<file path="src/rtl/spike_window_decoder.sv">
// Spike-count window decoder: accumulates per-channel spikes over a window, then scans for the winning class.
// Optional SPIKE_DEC_SEG7_EN adds a registered seven-segment decode of class_out on seg_out.
module spike_window_decoder (
  input  logic       clk,
  input  logic       rst,
  input  logic       ena,
  input  logic [7:0] spikes_in,
  input  logic       step,
  input  logic [7:0] win_len,
  output logic [2:0] class_out,
  output logic [7:0] class_cnt,
  output logic       result_valid,
  output logic       overrun,
  output logic [6:0] seg_out
);

  localparam int unsigned N_CH   = 8;
  localparam int unsigned CNT_W  = 8;
  localparam int unsigned STEP_W = 9;
  localparam int unsigned IDX_W  = 3;

  localparam logic [1:0] S_IDLE   = 2'd0;
  localparam logic [1:0] S_SCAN   = 2'd1;
  localparam logic [1:0] S_REPORT = 2'd2;

  logic [1:0]        r_state;
  logic [1:0]        w_state_next;
  logic [CNT_W-1:0]  r_live [N_CH];
  logic [CNT_W-1:0]  r_snap [N_CH];
  logic [CNT_W-1:0]  w_live_inc [N_CH];
  logic [STEP_W-1:0] r_step_cnt;
  logic [CNT_W-1:0]  r_len;
  logic [CNT_W-1:0]  w_len_sel;
  logic [STEP_W-1:0] w_len_eff;
  logic              w_accept;
  logic              w_close;
  logic              w_start_scan;
  logic [IDX_W-1:0]  r_idx;
  logic [IDX_W-1:0]  r_best_idx;
  logic [CNT_W-1:0]  r_best_cnt;

  // At window start the live win_len applies directly; afterwards the latched copy does.
  always_comb begin
    w_accept     = step & ena;
    w_len_sel    = (r_step_cnt == STEP_W'(0)) ? win_len : r_len;
    w_len_eff    = (w_len_sel == CNT_W'(0)) ? STEP_W'(256) : {1'b0, w_len_sel};
    w_close      = w_accept && ((r_step_cnt + STEP_W'(1)) == w_len_eff);
    w_start_scan = w_close && (r_state == S_IDLE);
    for (int i = 0; i < N_CH; i++) begin
      if (w_accept && spikes_in[i] && (r_live[i] != {CNT_W{1'b1}}))
        w_live_inc[i] = r_live[i] + CNT_W'(1);
      else
        w_live_inc[i] = r_live[i];
    end
  end

  always_comb begin
    w_state_next = r_state;
    case (r_state)
      S_IDLE:   if (w_close) w_state_next = S_SCAN;
      S_SCAN:   if (r_idx == IDX_W'(N_CH - 1)) w_state_next = S_REPORT;
      S_REPORT: w_state_next = S_IDLE;
      default:  w_state_next = S_IDLE;
    endcase
  end

  always_ff @(posedge clk) begin
    if (rst) r_state <= S_IDLE;
    else     r_state <= w_state_next;
  end

  // Live accumulation, window close and snapshot capture; a close during a scan is dropped.
  always_ff @(posedge clk) begin
    if (rst) begin
      r_step_cnt <= '0;
      r_len      <= '0;
      overrun    <= 1'b0;
      for (int i = 0; i < N_CH; i++) begin
        r_live[i] <= '0;
        r_snap[i] <= '0;
      end
    end else begin
      if (r_step_cnt == STEP_W'(0)) r_len <= win_len;
      if (w_close) begin
        r_step_cnt <= '0;
        for (int i = 0; i < N_CH; i++) r_live[i] <= '0;
        if (w_start_scan) begin
          for (int i = 0; i < N_CH; i++) r_snap[i] <= w_live_inc[i];
        end else begin
          overrun <= 1'b1;
        end
      end else begin
        if (w_accept) r_step_cnt <= r_step_cnt + STEP_W'(1);
        for (int i = 0; i < N_CH; i++) r_live[i] <= w_live_inc[i];
      end
    end
  end

  // One channel per cycle; strict greater-than keeps the lowest index on ties.
  always_ff @(posedge clk) begin
    if (rst) begin
      r_idx      <= '0;
      r_best_idx <= '0;
      r_best_cnt <= '0;
    end else if (w_start_scan) begin
      r_idx      <= '0;
      r_best_idx <= '0;
      r_best_cnt <= '0;
    end else if (r_state == S_SCAN) begin
      if (r_snap[r_idx] > r_best_cnt) begin
        r_best_cnt <= r_snap[r_idx];
        r_best_idx <= r_idx;
      end
      r_idx <= r_idx + IDX_W'(1);
    end
  end

`ifdef SPIKE_DEC_SEG7_EN
  function automatic logic [6:0] f_seg(input logic [2:0] d);
    case (d)
      3'd0:    f_seg = 7'h3F;
      3'd1:    f_seg = 7'h06;
      3'd2:    f_seg = 7'h5B;
      3'd3:    f_seg = 7'h4F;
      3'd4:    f_seg = 7'h66;
      3'd5:    f_seg = 7'h6D;
      3'd6:    f_seg = 7'h7D;
      default: f_seg = 7'h07;
    endcase
  endfunction
`else
  assign seg_out = 7'h00;
`endif

  always_ff @(posedge clk) begin
    if (rst) begin
      class_out    <= '0;
      class_cnt    <= '0;
      result_valid <= 1'b0;
`ifdef SPIKE_DEC_SEG7_EN
      seg_out      <= 7'h3F;
`endif
    end else begin
      result_valid <= (r_state == S_REPORT);
      if (r_state == S_REPORT) begin
        class_out <= r_best_idx;
        class_cnt <= r_best_cnt;
`ifdef SPIKE_DEC_SEG7_EN
        seg_out   <= f_seg(r_best_idx);
`endif
      end
    end
  end

endmodule

</file>
<file path="config.mk">
export PLATFORM = sky130hd
export DESIGN_NAME = spike_window_decoder
export DESIGN_NICKNAME = d
export VERILOG_FILES = /design/src/rtl/spike_window_decoder.sv
export SDC_FILE = /design/constraint.sdc
export NUM_CORES = 1
export LEC_CHECK = 0
export CORE_MARGIN = 8
export CORE_UTILIZATION = 41
export CTS_CLUSTER_DIAMETER = 150
export CTS_CLUSTER_SIZE = 8
export DETAILED_ROUTE_END_ITERATION = 16
export PLACE_DENSITY = 0.59
export REMOVE_ABC_BUFFERS = 1
export SETUP_SLACK_MARGIN = 0.1
export SYNTH_ARGS = -nofsm -noshare
export SYNTH_HDL_FRONTEND = slang
export SYNTH_SLANG_ARGS = --single-unit
</file>
<file path="constraint.sdc">
create_clock -name clk -period 4.5 [get_ports clk]
set_input_delay 0.675 -clock clk [delete_from_list [all_inputs] [get_ports clk]]
set_output_delay 0.675 -clock clk [all_outputs]
set_load 0.03 [all_outputs]
</file>
==> flow_summary_export.csv, run 1 <==
group,metric,value,unit
logic_synthesis,synth_cell_types,57,
power,p_int,2780,uW
route,antenna_left,0,
critical_path,crit_type,"reg -> reg",
finish,final_common_cell,"nor2_1",
clock_network,ctsRootBufferMaster,"clkbuf_16",
clock_network,clk-insertion-delay-late,0.42,ns
critical_path,arrival,3.73,ns
route,vias,5504,
logic_synthesis,synth_area,0.00858,sq mm
floorplan,dieArea,0.0258,sq mm
clock_network,path_clk_slew,0.07,ns
logic_synthesis,synth_top_family_by_area,"simple AND/OR/NAND/NOR gates",
clock_network,clock_path_buffers,2,
finish,num-nets-final,884,
power,p_clk_share,41.4,%
logic_synthesis,synthMuxAreaShare,7.80,%
floorplan,ios,40,
logic_synthesis,syn-instance-count,765,
logic_synthesis,synth_fa_ha_area_share,2.92,%
critical_path,critPathCaptureType,"flip-flop",
timing,slew_headroom,45.5,%
timing,setup_tns,0,ns
critical_path,required,4.61,ns
finish,mostFrequentLayoutCells,"nor2_1, edfxtp_1, conb_1",
timing,skew,0.0122,ns
global_route,grt_usage,13.3,%
floorplan,start_util,41.4,%
finish,instances_no_fill,1132,
logic_synthesis,yosys_warnings,0,
critical_path,r2r_end,"r_snap[3][2]$_SDFFCE_PN0P_",
finish,diodes,0,
logic_synthesis,yosysSeqAreaShare,55.3,%
clock_network,post_cts_resized,0,
critical_path,crit_fanout,35,
finish,fill_cells,1964,
place,io_buffers,32,
timing,setup_ws,0.873,ns
logic_synthesis,synth_edf_count,120,
route,wl,16.5,mm
route,drc,0,
place,gp_congestion,0.759,
critical_path,cp-start-kind,"flip-flop",
critical_path,worst-r2r-cell-count,9,
hold_path,holdCritPathClass,"reg -> reg",
global_route,grt_antenna_before_repair,0,
job,cap_violations,0,
clock_network,htree_levels,4,
hold_path,whs_path_depth,2,
timing,fin_crit_sh,80.6,%
timing,fmax,0.276,GHz
clock_network,cts_hold_buf,0,
route,dr.pass1.iters,4,
global_route,grt-ovfl-total,0,
clock_network,clock-sinks,177,
floorplan,die_h,161,um
place,pre_cts_slack,0.615,ns
logic_synthesis,synth_async_sr_flop_share,0,%
place,dpl.cell_count,1100,
route,routedWlPerCell,14.6,um
hold_path,hold_end,"overrun$_SDFFE_PP0P_",
floorplan,row_count,53,
finish,finish.instance_area,0.00993,sq mm
power,switching_share,21.9,%
timing,drv_slew,0,
clock_network,post-cts-setup-buffers,0,
power,p_leak,0.00352,uW
critical_path,r2r_start,"r_step_cnt[0]$_SDFFE_PP0P_",
global_route,grt_pass1_vias,5508,
logic_synthesis,synth_xor_area_share,6.84,%
logic_synthesis,synth-compound-area-share,4.93,%
floorplan,fp.dieW,161,um
logic_synthesis,avgSynthCellArea,11.2,sq um
power,pwr-share-comb,6.6,%
global_route,grt_pass1_wl,27.6,mm
critical_path,reg2reg_slack,0.87,ns
timing,finalHoldViolations,0,
status,status,"complete, no violations",
power,p_per_area,359,mW/mm^2
global_route,grt_max_degree,49,
power,report.power.total,3560,uW
place,dp_hpwl,12.0,mm
hold_path,hp-start,"overrun$_SDFFE_PP0P_",
logic_synthesis,ys_seq_elements,177,
logic_synthesis,synth_ff_type,"edfxtp_1",
route,drt_iter0_markers,261,
finish,drive_gt1_share,11.2,%
finish,syn_to_final_growth,15.7,%
logic_synthesis,yosys.area_share.simple,18.4,%
clock_network,cts_made_buffers,17,
power,p_sw,780,uW
clock_network,cts_tree,"yes",
floorplan,core,0.0208,sq mm
timing,final.min_clock_period,3.63,ns
power,max-vdd-ir-drop,0.000256,V
timing,rsz0062_at_grt,"false",
power,sequentialPowerShare,52.0,%
timing,worst_pin_slew,0.817,ns
route,via_per_inst,4.86,
place,dpl_cell_area,0.00932,sq mm
timing,setup_viol,0,
-- power by group through the flow --
stage / Clock [uW] / Combinational (uW) / Sequential, uW
2_1_floorplan: 0 / 158 / 1880
3_3_place_gp: 0 / 236 / 1880
3_5_place_dp: 0 / 237 / 1890
4_1_cts: 1510 / 239 / 1850
5_1_grt: 1570 / 265 / 1860
6_report: 1480 / 235 / 1850
-- final cells by class --
cell class	count	area, sq um	area share [%]
clock buffers	26	573	5.77
multi-input cells	589	3750	37.7
flip-flops and latches	177	4740	47.8
repair buffers	43	423	4.26
clock inverters	6	37.5	0.378
well taps	275	344	3.47
inverters	16	60.1	0.605
-- flip-flops by register name (all words and copies together), names as in the netlist, named ones only --
signal	flops
r_live	64
r_snap	64
r_step_cnt	9
class_cnt	8
r_best_cnt	8
r_len	8
class_out	3
r_best_idx	3
r_idx	3
r_state	2
overrun	1
result_valid	1
-- logic make-up (layout without fill, tap and decap cells) --
family                     after synthesis  count (layout)
DFF                                    177             177
adders and majority gates               20              20
and+or+nand+nor                        327             327
buffers and inverters                   60              91
muxes                                   46              46
other                                    2              63
AOI/OAI and AO/OA                       66              66
xor gates and xnor gates                67              67
-- cell usage after synthesis (2+ instances only) --
master    count  area share [%]
o22ai_1       3            0.22
dfxtp_1      57              13
nor3_1       26             1.5
buf_6         7            0.92
a21oi_1      28             1.6
and2_1        2            0.15
nor2_4        3            0.39
nor2b_1       7            0.51
o21a_1        2            0.17
nand2b_1      2            0.15
mux4_2       16             4.2
or4_1         6            0.52
nor4_1        4            0.29
nor2_1      133             5.8
nand3_1      28             1.6
buf_2        12            0.70
o211a_1       4            0.47
nand4b_1      2            0.20
mux2i_1      23             2.7
and3_1        9            0.66
or3_1         3            0.22
buf_4         8            0.70
nand4_1      19             1.4
o21ai_0       5            0.29
edfxtp_1    120              42
nor2_2       17             1.2
conb_1        2           0.087
o211ai_1      4            0.35
mux2_2        7            0.92
or2_2         2            0.15
o21ai_1       6            0.35
nand2_1      54             2.4
xnor2_1      29             3.0
a211oi_1      3            0.26
ha_1         20             2.9
xor2_1       38             3.9
clkbuf_1     16            0.70
inv_1        16            0.70
a21o_1        4            0.35
-- worst max-delay path, cell delays in order (launching register included) --
cell      delay, ns
dfxtp_1        0.42
inv_1          0.11
ha_1           0.22
or4b_1         0.45
nor4_4         0.10
or4_1          0.55
a221oi_2       0.28
and4_4         0.45
a21o_2         0.45
buf_12         0.27
-- worst max-delay path by stage --
stage | startpoint | to | slack, ns | cells past startpoint
after detailed placement | win_len[1] | r_snap[1][2]$_SDFFCE_PN0P_ | 0.62 | 8
after floorplan | r_step_cnt[0]$_SDFFE_PP0P_ | r_snap[0][0]$_SDFFCE_PN0P_ | -0.39 | 8
after global placement | win_len[1] | r_snap[2][1]$_SDFFCE_PN0P_ | 0.63 | 8
final | r_step_cnt[0]$_SDFFE_PP0P_ | r_snap[3][2]$_SDFFCE_PN0P_ | 0.87 | 9
after CTS | r_step_cnt[0]$_SDFFE_PP0P_ | r_snap[4][6]$_SDFFCE_PN0P_ | 0.85 | 9
after global routing | r_step_cnt[0]$_SDFFE_PP0P_ | r_snap[3][6]$_SDFFCE_PN0P_ | 0.67 | 9
-- per-stage QoR --
step	hold slack, ns	util, %
after floorplan	0.425	-
after global placement	0.439	44.9
after detailed placement	0.441	44.9
after CTS	0.452	47.8
after global routing	0.475	47.8
final	0.448	47.8
-- routing by layer --
layer  wire (um)  up-vias  part of all wire [%]  GRT usage [%]
met5           0        -                     0              0
met1        8110     2589                    49           17.4
met4         369        0                   2.2           5.81
met2        7510       76                    46           21.0
met3         497       22                   3.0           2.71
li1            -     2817                     -              -
(Power assumes the default switching activity.)
==> run 2: changes to the inputs <==
- clock period: 4.5 -> 3.7 ns (I/O delays scaled with it)
==> flow_summary_export.csv, run 2 (same netlist as run 1, synthesis figures left out) <==
group,metric,value,unit
finish,mostFrequentLayoutCells,"nor2_1, edfxtp_1, conb_1",
hold_path,holdCritPathClass,"reg -> reg",
clock_network,ctsRootBufferMaster,"clkbuf_16",
route,drc,0,
timing,fmax,0.311,GHz
critical_path,arrival,3.30,ns
clock_network,cts_tree,"yes",
place,io_buffers,32,
timing,worst_pin_slew,0.627,ns
finish,num-nets-final,892,
finish,drive_gt1_share,12.0,%
global_route,grt_antenna_before_repair,0,
power,report.power.total,4360,uW
critical_path,cp-startpoint,"r_step_cnt[0]$_SDFFE_PP0P_",
finish,top_regs,"r_live: 64 flops, r_snap: 64 flops, r_step_cnt: 9 flops",
route,routedWlPerCell,14.6,um
global_route,grt_pass1_vias,5438,
floorplan,die_h,161,um
critical_path,crit_fanout,27,
floorplan,start_util,41.4,%
finish,finish.instance_area,0.0100,sq mm
route,dr_wl_met2,7.67,mm
timing,rsz0062_at_grt,"false",
timing,setup_viol,0,
power,p_per_area,436,mW/mm^2
timing,setup_ws,0.489,ns
route,wl_met3,717,um
critical_path,r2r_start,"r_step_cnt[0]$_SDFFE_PP0P_",
timing,drv_slew,0,
clock_network,clock-sinks,177,
hold_path,hp-start,"overrun$_SDFFE_PP0P_",
clock_network,htree_levels,4,
critical_path,r2r_end,"r_snap[6][0]$_SDFFCE_PP0P_",
place,pre_cts_slack,0.329,ns
status,status,"complete, no violations",
clock_network,post-cts-setup-buffers,0,
route,wl,16.6,mm
route,vias,5518,
place,dp_hpwl,12.2,mm
critical_path,crit_type,"reg -> reg",
route,drt_iter0_markers,434,
hold_path,hold_end,"overrun$_SDFFE_PP0P_",
finish,final_common_cell,"nor2_1",
critical_path,cp-start-kind,"flip-flop",
place,gp_congestion,0.781,
floorplan,core,0.0208,sq mm
global_route,grt_max_degree,51,
route,via_per_inst,4.84,
route,antenna_left,0,
clock_network,clock_path_buffers,2,
timing,slew_headroom,58.1,%
finish,diodes,0,
route,wl_met1,7.97,mm
floorplan,ios,40,
timing,holdWs,0.444,ns
floorplan,row_count,53,
timing,fin_crit_sh,86.8,%
power,p_leak,0.00356,uW
timing,finalHoldViolations,0,
finish,syn_to_final_growth,16.6,%
hold_path,whs_path_depth,2,
critical_path,critPathCaptureType,"flip-flop",
timing,final.min_clock_period,3.21,ns
critical_path,reg2reg_slack,0.49,ns
global_route,grt_pass1_wl,27.7,mm
critical_path,worst-r2r-cell-count,9,
place,dpl_cell_area,0.00939,sq mm
job,cap_violations,0,
clock_network,clk-insertion-delay-late,0.43,ns
critical_path,required,3.79,ns
power,max-vdd-ir-drop,0.000248,V
clock_network,path_clk_slew,0.07,ns
clock_network,post_cts_resized,0,
timing,skew,0.0133,ns
route,dr.pass1.iters,5,
clock_network,cts_made_buffers,17,
route,routed.top_layer,"met4",
global_route,grt_usage,13.4,%
clock_network,cts_hold_buf,0,
floorplan,dieArea,0.0258,sq mm
global_route,grt-ovfl-total,0,
floorplan,fp.dieW,161,um
-- run 2: where the power goes --
group	switching, uW	leakage, uW	total [uW]	internal (uW)
Sequential	51.9	0.00169	2250	2200
Combinational	176	0.00156	291	115
Clock	752	0.000308	1820	1070
-- run 2: worst max-delay path by stage --
stage,end,slack [ns],depth (start not counted)
3_5_place_dp,r_snap[6][1]$_SDFFCE_PP0P_,0.33,8
4_1_cts,r_snap[5][0]$_SDFFCE_PN0P_,0.48,9
5_1_grt,r_snap[6][0]$_SDFFCE_PP0P_,0.26,9
3_3_place_gp,r_snap[6][3]$_SDFFCE_PP0P_,0.36,8
2_1_floorplan,r_snap[0][0]$_SDFFCE_PN0P_,-1.19,8
6_report,r_snap[6][0]$_SDFFCE_PP0P_,0.49,9
-- run 2: layout make-up --
class	instances	area, sq um
fill	1927	10800
sequential	177	4740
multi-input combinational	589	3750
clock buffer	24	558
timing repair buffer	51	495
tap	275	344
inverter	16	60.1
clock inverter	8	57.6
-- run 2: critical path, stage by stage, from the launching register on --
cell,delay (ns)
dfxtp_1,0.36
inv_1,0.10
ha_1,0.15
or4b_1,0.66
o21ai_1,0.32
a211oi_1,0.12
nor4_1,0.35
and4_4,0.32
a21o_2,0.17
buf_4,0.32
-- run 2: through the flow --
step / std cells / utilization (%) / setup TNS, ns
after floorplan: 782 / - / -137.34
after global placement: 1108 / 45.2 / 0
after detailed placement: 1108 / 45.2 / 0
after CTS: 1140 / 48.2 / 0
after global routing: 1140 / 48.2 / 0
final: 1140 / 48.2 / 0
-- run 2: metal layers --
| layer | global-route usage (%) | up-vias |
|---|---|---|
| met5 | 0 | - |
| met4 | 5.05 | 0 |
| met3 | 3.33 | 16 |
| met2 | 21.3 | 95 |
| met1 | 17.2 | 2565 |
| li1 | - | 2842 |
==> patch: new RTL, config.mk and constraints of run 2 <==
Change the localparam `N_CH` from 8 to 4.
--- a/src/rtl/spike_window_decoder.sv
+++ b/src/rtl/spike_window_decoder.sv
@@ -15,5 +15,5 @@
 );
 
-  localparam int unsigned N_CH   = 8;
+  localparam int unsigned N_CH   = 4;
   localparam int unsigned CNT_W  = 8;
   localparam int unsigned STEP_W = 9;
Check against the original RTL: not equivalent (Yosys sat finds a counterexample within 10 cycles, from zero or initial values and one cycle with rst high).
==> patch against run 2 <==
Sequential share of layout area down 6.2 points. Design area is 32% lower. Area after synthesis shrank 29%. Wire length decreased by 29%. Total power shrank 43%. Setup slack lost 0.022 ns. Sequential cell count is 65 lower. Critical path type unchanged. Critical endpoint is now r_live[1][6].
==> patch: results (changes against run 2) <==
pin count of the biggest net entering global routing: 69 (+35%)
routed len/inst: 15.7 um (+7.6%)
Worst-Margin Slew: 0.658 ns (+0.0306 ns)
Reg area: 0.00280 sq mm (-41%)
Top Registers: r_live x32, r_snap x32, r_step_cnt x9
Post-Layout Cell Count: 749 (-34%)
drt pass-1 iters: 4 (-1)
maximum vdd drop: 0.212 mV (-15%)
Synth Instances: 527 (-31%)
global-route wire length before repair: 20100 um (-27%)
DP Area: 0.00653 sq mm (-30%)
Critical Path AT: 3.31 ns (about the same)
H-tree lvl count: 3 (-1)
placer congestion estimate: 0.832 (+6.6%)
layout cell share with drive strength beyond 1: 11.7% (-0.34 points)
clk_lat worst skew: 0.35 ns (-0.08 ns)
flop2flop setup slack: 0.47 ns (-0.02 ns)
post-placement cell count: 733 (-34%)
final clock skew: 0.00869 ns (-0.00463 ns)
top post-synthesis cells by area: edfxtp_1 (28%), dfxtp_1 (18%), nor4b_4 (11%)
worst r2r path cells: 10 (+1)
antenna violations before repair: 0 (unchanged)
Inserted Clock Buffers: 9 (-8)
hpwl dp: 8580 um (-30%)
r2r startpoint: r_step_cnt[0]
Net count, final: 596 (-33%)
CP Max Fanout: 54 (+100%)
vias in the first global route: 3975 (-27%)
Worst R2R End: r_live[1][6]
status: complete, no violations
hold path startpoint: class_cnt[6]
Commonest cells post-synth: dfxtp_1 (56), edfxtp_1 (56), nor3_1 (40)
Post-synth EDFFs: 56 (-53%)
vias: 3933 (-29%)
NetSw: 611 uW (-38%)
patch: cell families after synthesis:
kind of cell | synth area share, %
and+or+nand+nor | 25.8
DFF | 45.9
buffers and inverters | 5.41
AOI/OAI and AO/OA | 5.54
xor gates and xnor gates | 7.03
muxes | 6.89
adders and majority gates | 3.28
other | 0.123
patch: per-layer routing:
| layer | wire, um | share of wire (%) | GRT usage, % | up-vias |
|---|---|---|---|---|
| met2 | 5670 | 48 | 22.2 | 60 |
| li1 | - | - | - | 1956 |
| met1 | 5500 | 47 | 17.2 | 1905 |
| met3 | 420 | 3.6 | 2.50 | 12 |
| met5 | 0 | 0 | 0 | - |
| met4 | 167 | 1.4 | 4.78 | 0 |
patch: stage by stage:
stage          setup TNS [ns]  worst slack, ns  total power, mW  hold WS (ns)
6_report                    0            0.467             2.49         0.453
5_1_grt                     0            0.162             2.60         0.472
4_1_cts                     0            0.428             2.52         0.457
3_5_place_dp                0            0.443             1.62         0.446
3_3_place_gp                0            0.530             1.61         0.444
2_1_floorplan          -11.34           -0.355             1.53         0.425
patch: layout make-up:
class / count / share of cell area (%)
timing repair buffer: 36 / 5.15
sequential: 112 / 41.2
tap: 184 / 3.38
inverter: 17 / 0.938
clock inverter: 7 / 0.699
multi-input combinational: 384 / 45.3
clock buffer: 9 / 3.31
patch: worst max path at each step:
stage | start | endpoint | slack (ns) | depth (start not counted)
after floorplan | r_step_cnt[0] | r_snap[0][0] | -0.35 | 9
after global routing | r_step_cnt[0] | r_live[0][5] | 0.16 | 10
after global placement | r_step_cnt[0] | r_live[1][6] | 0.53 | 10
after detailed placement | r_step_cnt[0] | r_live[3][0] | 0.44 | 10
after CTS | r_step_cnt[0] | r_live[3][0] | 0.43 | 10
final | r_step_cnt[0] | r_live[1][6] | 0.47 | 10
patch: worst max-delay path, stage by stage (launching register included):
cell and delay (ns):
dfxtp_1 0.36, inv_1 0.11, ha_1 0.20, nor4b_4 0.33, nand2_4 0.18, mux2i_1 0.27, xnor2_1 0.16, nor4_4 0.41
and4_2 0.30, buf_4 0.50, nor3_1 0.11
patch: power groups by stage:
stage          logic (mW)  clock network, mW  registers [mW]
3_3_place_gp        0.214                  0            1.40
2_1_floorplan       0.140                  0            1.39
4_1_cts             0.220              0.930            1.37
5_1_grt             0.243              0.982            1.37
6_report            0.219              0.906            1.37
3_5_place_dp        0.219                  0            1.40
